[src/rtl/slot_arbiter_dc_if.sv]
// ----------------------------------------------------------------------------
// slot_arbiter_dc_if
// Purpose : bundles the requester bus and the shared 2-bit down-counter
//           interface of slot_arbiter_dc.
// Signals : req        requester -> arbiter, one level-sensitive bit each
//           gnt        arbiter -> requesters, one-hot grant (or zero)
//           gnt_id     arbiter -> requesters, index of the current owner
//           busy       arbiter -> requesters, a grant is active
//           cnt_load   arbiter -> counter, load strobe
//           cnt_data   arbiter -> counter, load value (always SLOT)
//           cnt_enable arbiter -> counter, decrement enable
//           cnt_zero   counter -> arbiter, counter is zero
// Modports: master = arbiter side, slave = requesters plus counter side.
// ----------------------------------------------------------------------------
interface slot_arbiter_dc_if #(
   parameter int unsigned NREQ = 4,
   parameter int unsigned IDW  = 2
);
   logic [NREQ-1:0] req;
   logic [NREQ-1:0] gnt;
   logic [IDW-1:0]  gnt_id;
   logic            busy;
   logic            cnt_load;
   logic [1:0]      cnt_data;
   logic            cnt_enable;
   logic            cnt_zero;

   modport master (
      input  req,
      input  cnt_zero,
      output gnt,
      output gnt_id,
      output busy,
      output cnt_load,
      output cnt_data,
      output cnt_enable
   );

   modport slave (
      output req,
      output cnt_zero,
      input  gnt,
      input  gnt_id,
      input  busy,
      input  cnt_load,
      input  cnt_data,
      input  cnt_enable
   );
endinterface

[src/rtl/slot_arbiter_dc.sv]
// ----------------------------------------------------------------------------
// slot_arbiter_dc
// Purpose : time-slot round-robin arbiter sharing one external 2-bit down
//           counter among NREQ requesters. Each grant loads the counter with
//           SLOT, counts it down and releases when the counter reads zero,
//           giving a grant length of SLOT+2 cycles (1 LOAD + SLOT+1 RUN).
//           On release it re-arbitrates in the same cycle (no idle bubble).
// Ports   : clk    rising-edge clock
//           reset  asynchronous, active-high reset
//           bus    slot_arbiter_dc_if.master (req/gnt/gnt_id/busy and the
//                  cnt_load/cnt_data/cnt_enable/cnt_zero counter interface)
// Parameters: NREQ (2..8), SLOT (0..3), IDW (= $clog2(NREQ))
// Option  : define SLOT_ARB_EARLY_REL_EN to release a grant as soon as its
//           owner drops req (in RUN at that edge, in LOAD at end of LOAD).
//           Without it the grant is held for the full SLOT+2 cycles.
// ----------------------------------------------------------------------------
module slot_arbiter_dc #(
   parameter int unsigned NREQ = 4,
   parameter logic [1:0]  SLOT = 2'd3,
   parameter int unsigned IDW  = 2
) (
   input logic               clk,
   input logic               reset,
   slot_arbiter_dc_if.master bus
);

   typedef enum logic [1:0] {
      StIdle,
      StLoad,
      StRun
   } state_e;

   state_e          state_q, state_d;
   logic [NREQ-1:0] gnt_q, gnt_d;
   logic [IDW-1:0]  gnt_id_q, gnt_id_d;
   logic            busy_q, busy_d;
   logic [IDW-1:0]  ptr_q, ptr_d;

   logic            win_found;
   logic [IDW-1:0]  win_id;
   logic            do_arb;

`ifdef SLOT_ARB_EARLY_REL_EN
   logic owner_req;
   assign owner_req = bus.req[gnt_id_q];
`endif

   // Round-robin pick: first set req scanning upward from ptr+1 with wrap.
   // The previous owner is scanned last, so it only wins when it is alone.
   always_comb begin
      win_found = 1'b0;
      win_id    = '0;
      for (int unsigned k = 1; k <= NREQ; k++) begin
         int unsigned idx;
         idx = (32'(ptr_q) + k) % NREQ;
         if (!win_found && bus.req[idx]) begin
            win_found = 1'b1;
            win_id    = IDW'(idx);
         end
      end
   end

   always_comb begin
      state_d  = state_q;
      gnt_d    = gnt_q;
      gnt_id_d = gnt_id_q;
      busy_d   = busy_q;
      ptr_d    = ptr_q;
      do_arb   = 1'b0;

      case (state_q)
         StIdle: begin
            do_arb = 1'b1;
         end
         StLoad: begin
            state_d = StRun;
`ifdef SLOT_ARB_EARLY_REL_EN
            if (!owner_req) begin
               do_arb = 1'b1;
            end
`endif
         end
         StRun: begin
            // cnt_zero is only meaningful here; the counter holds SLOT on entry.
            if (bus.cnt_zero) begin
               do_arb = 1'b1;
            end
`ifdef SLOT_ARB_EARLY_REL_EN
            if (!owner_req) begin
               do_arb = 1'b1;
            end
`endif
         end
         default: begin
            state_d = StIdle;
         end
      endcase

      // Shared by first grant from IDLE and by every release path.
      if (do_arb) begin
         if (win_found) begin
            gnt_d         = '0;
            gnt_d[win_id] = 1'b1;
            gnt_id_d      = win_id;
            ptr_d         = win_id;
            busy_d        = 1'b1;
            state_d       = StLoad;
         end else begin
            gnt_d   = '0;
            busy_d  = 1'b0;
            state_d = StIdle;
         end
      end
   end

   always_ff @(posedge clk or posedge reset) begin
      if (reset) begin
         state_q  <= StIdle;
         gnt_q    <= '0;
         gnt_id_q <= '0;
         busy_q   <= 1'b0;
         ptr_q    <= IDW'(NREQ - 1);
      end else begin
         state_q  <= state_d;
         gnt_q    <= gnt_d;
         gnt_id_q <= gnt_id_d;
         busy_q   <= busy_d;
         ptr_q    <= ptr_d;
      end
   end

   assign bus.gnt        = gnt_q;
   assign bus.gnt_id     = gnt_id_q;
   assign bus.busy       = busy_q;
   assign bus.cnt_data   = SLOT;
   assign bus.cnt_load   = (state_q == StLoad);
   // Never enable at zero, so the counter cannot wrap 0 -> 3.
   assign bus.cnt_enable = (state_q == StRun) && !bus.cnt_zero;

endmodule

[src/flat_wrapper.sv]
// flat-port wrapper written by rule: the top's interface ports become plain ports
module slot_arbiter_dc_flat 
#(
   parameter int unsigned NREQ = 4,
   parameter logic [1:0]  SLOT = 2'd3,
   parameter int unsigned IDW  = 2
)
  (clk, reset, bus_req, bus_cnt_zero, bus_gnt, bus_gnt_id, bus_busy, bus_cnt_load, bus_cnt_data, bus_cnt_enable);
  slot_arbiter_dc_if #(.NREQ(NREQ), .IDW(IDW)) bus_i ();
  input logic clk;
  input logic reset;
  input wire logic [$bits(bus_i.req)-1:0] bus_req;
  input wire logic [$bits(bus_i.cnt_zero)-1:0] bus_cnt_zero;
  output wire logic [$bits(bus_i.gnt)-1:0] bus_gnt;
  output wire logic [$bits(bus_i.gnt_id)-1:0] bus_gnt_id;
  output wire logic [$bits(bus_i.busy)-1:0] bus_busy;
  output wire logic [$bits(bus_i.cnt_load)-1:0] bus_cnt_load;
  output wire logic [$bits(bus_i.cnt_data)-1:0] bus_cnt_data;
  output wire logic [$bits(bus_i.cnt_enable)-1:0] bus_cnt_enable;
  assign bus_i.req = bus_req;
  assign bus_i.cnt_zero = bus_cnt_zero;
  assign bus_gnt = bus_i.gnt;
  assign bus_gnt_id = bus_i.gnt_id;
  assign bus_busy = bus_i.busy;
  assign bus_cnt_load = bus_i.cnt_load;
  assign bus_cnt_data = bus_i.cnt_data;
  assign bus_cnt_enable = bus_i.cnt_enable;
  slot_arbiter_dc #(.NREQ(NREQ), .SLOT(SLOT), .IDW(IDW)) u_core (.clk(clk), .reset(reset), .bus(bus_i));
endmodule
[config.mk]
export PLATFORM = sky130hd
export DESIGN_NAME = slot_arbiter_dc_flat
export DESIGN_NICKNAME = d
export VERILOG_FILES = /design/src/rtl/slot_arbiter_dc_if.sv /design/src/rtl/slot_arbiter_dc.sv /design/src/flat_wrapper.sv
export SDC_FILE = /design/constraint.sdc
export NUM_CORES = 1
export LEC_CHECK = 0
export BUFFER_PORTS_ARGS = -buffer_cell sky130_fd_sc_hd__buf_2
export CORE_AREA = 2 2 39 41
export DETAILED_ROUTE_END_ITERATION = 12
export DIE_AREA = 0 0 41 43
export PLACE_DENSITY_LB_ADDON = 0.3
export SYNTH_ARGS = -nofsm -noshare
export SYNTH_HDL_FRONTEND = slang
export SYNTH_SLANG_ARGS = --single-unit
[constraint.sdc]
create_clock -name clk -period 1.3 [get_ports clk]
set_input_delay 0.065 -clock clk [delete_from_list [all_inputs] [get_ports clk]]
set_output_delay 0.065 -clock clk [all_outputs]
set_load 0.02 [all_outputs]
==> metrics.txt <==
final hold violation count=0; I/O pin total=18; initial antenna violation count=0; P_leak=0.000341 uW; DP HPWL=around 740 um; Root Buffer=clkbuf_4; status=finished, violations left; failing checks=negative setup slack; starting density of the core=between 30% and 40%; placed insts=84; die area=approximately 0.0018 mm^2; Final Max Tran Viols=0; # port buffers=15; worst vdd ir=1180 uV; Total GRT Usage=13.5%; # nets final=81; Die Wd=about 40 um; startpoint types=flop; vias in the first global route=371; CTS H-tree depth=1; asr flop ratio synth=between 90% and 100%; Layout Cells excl Fill=89; CORE AREA=around 0.0014 mm^2; Seq/Total Area, Yosys=around half; # Post-CTS Setup Buffers=0; first-pass GRT wire length=around 1.6 mm; RSZ-0062 raised after global routing=true; Ys Warns=0; Mapped Avg Cell Area=approximately 10 um^2; count of final setup violators=5; ys flop type=dfrtp_1; Num CTS Buffers=3; Num Clock Sinks=11; Bufs on Longest Clock Path=2; Worst EP arrival=1550 ps; WS Path Type=reg2reg; Mapped Cells=53; Hold WC Path Type=in2reg; grt ovf=0; flops & latches, synth=11; Netlist Area Pre-Place=roughly 540 um^2; Die Y=43 um; Worst EP required=1470 ps; layout cell share with drive strength beyond 1=roughly 40%; worst-path fanout max=4; ant diodes=0; routed wire length per instance=approximately 12 um; final clock period utilization by the worst path=106%; final worst slack=-76.9 ps; clock latency on the worst-skew pair=roughly 280 ps; Clock transition at path regs=approximately 80 ps; Crit. End Element=flop; Period minus WS final=1380 ps; Max Clk Rate=slightly above 0.7 GHz; MaxCap Viol Count=0; fill count=roughly 150; final WL=just over 1 mm; Synth cell types=24; Clock Skew=about 3.1 ps; largest net degree at the start of global routing=12; Min Hold Slack=222 ps; Area growth syn-to-layout=25.2%; EDFF count, synth=0; initial drt markers=7; Power Density=roughly 2500 mW/mm^2; Tot Pwr=1720 uW; DRC violations left=0; DP Worst Slack=-101 ps; Vias/cell=4.87; RD Place Congestion=approximately 0.75; Row Count=14; Detailed Routing Iterations Pass 1=4; post-route ant nets=0; via count=roughly 430; CTS tree=done
-- critical path, stage by stage, from the launching register on --
cell,delay [ps]
dfstp_2,560
and3b_1,200
o31ai_4,240
nor2_2,70
a22o_1,200
-- report_power, final --
group,internal [uW],switching (uW)
clock network,119,131
registers,524,100
logic,346,500
total,990,731
-- cell usage in the layout, fill, tap and decap left out, drive strengths merged --
| master | instances |
|---|---|
| nor2b | 1 |
| clkbuf | 4 |
| a32o | 1 |
| or2 | 2 |
| o21bai | 2 |
| and3b | 1 |
| dfstp | 2 |
| nand2b | 3 |
| dfrtp | 9 |
| o21ai | 1 |
| nor2 | 7 |
| a21o | 1 |
| nor3 | 1 |
| a22o | 1 |
| a21oi | 4 |
| o311a | 1 |
| buf | 17 |
| conb | 2 |
| dlygate4sd3 | 1 |
| o31ai | 2 |
| mux2i | 1 |
| inv | 4 |
| nand2 | 5 |
-- layout make-up --
class | instances | area (um^2) | area share [%]
Clock buffer | 4 | 26.3 | 3.87
Inverter | 4 | 15.0 | 2.21
Timing Repair Buffer | 18 | 100 | 14.8
Sequential cell | 11 | 278 | 41.0
Tap cell | 16 | 20.0 | 2.95
Multi-Input combinational cell | 36 | 239 | 35.2
-- what timing repair did --
| item | CTS | global route |
|---|---|---|
| endpoints found under the setup margin | 8 | 8 |
| gates resized for setup | 3 | 1 |
| endpoints found under the hold margin | 9 | 0 |
| pin swaps | 4 | 1 |
| gates cloned | 0 | 0 |
| hold buffers | 1 | 0 |
-- sequential cells by signal (all words and copies together) (netlist names) --
register / flops
u_core.bus.busy: 1
u_core.bus.gnt: 4
u_core.bus.gnt_id: 2
u_core.ptr_q: 2
u_core.state_q: 2
-- layer usage --
metal	share of wire, %	vias to the layer above	routed length (um)	GRT usage [%]
li1	-	213	-	-
met1	44	204	453	16.1
met2	49	12	511	20.9
met3	3.7	4	38	1.57
met4	3.1	0	32	10.0
met5	0	-	0	0
-- synth_stat cells, types with 2 or more instances --
library cell,instances,share of area (%)
a21oi_1,4,3.7
buf_4,2,2.8
dfrtp_1,9,42
dfstp_2,2,9.7
inv_1,4,2.8
nand2_1,5,3.5
nand2b_1,3,3.5
nor2_1,7,4.9
o21bai_1,2,2.8
-- worst paths after layout --
kind                                      start                 to  slack [ps]  cells past startpoint
max in group asynchronous                 reset    u_core.ptr_q[0]         660                      3
worst max-delay path            u_core.ptr_q[0]  u_core.bus.gnt[2]         -80                      4
worst max register to register  u_core.ptr_q[0]  u_core.bus.gnt[2]         -80                      4
worst min register to register  u_core.bus.busy    u_core.bus.busy         480                      1
min in group asynchronous                 reset    u_core.bus.busy         310                      3
worst min-delay path                 bus_req[2]  u_core.bus.gnt[1]         220                      5
-- stage by stage --
step           setup TNS [ps]  cell area, um^2  utilization (%)
6_report                 -215              678             49.0
5_1_grt                  -856              678             49.0
4_1_cts                  -340              676             48.8
3_5_place_dp             -402              629             45.5
3_3_place_gp             -260              629             45.5
2_1_floorplan           -61.2              546                -
-- cells by family after synthesis --
kind of cell / synth area share [%]
multiplexers: 1.85
flip-flops: 51.3
other: 0.692
buffers and inverters: 7.62
AND/OR/NAND/NOR: 19.2
AO/OA/AOI/OAI: 19.4
Power figures use the tool's default switching activity.
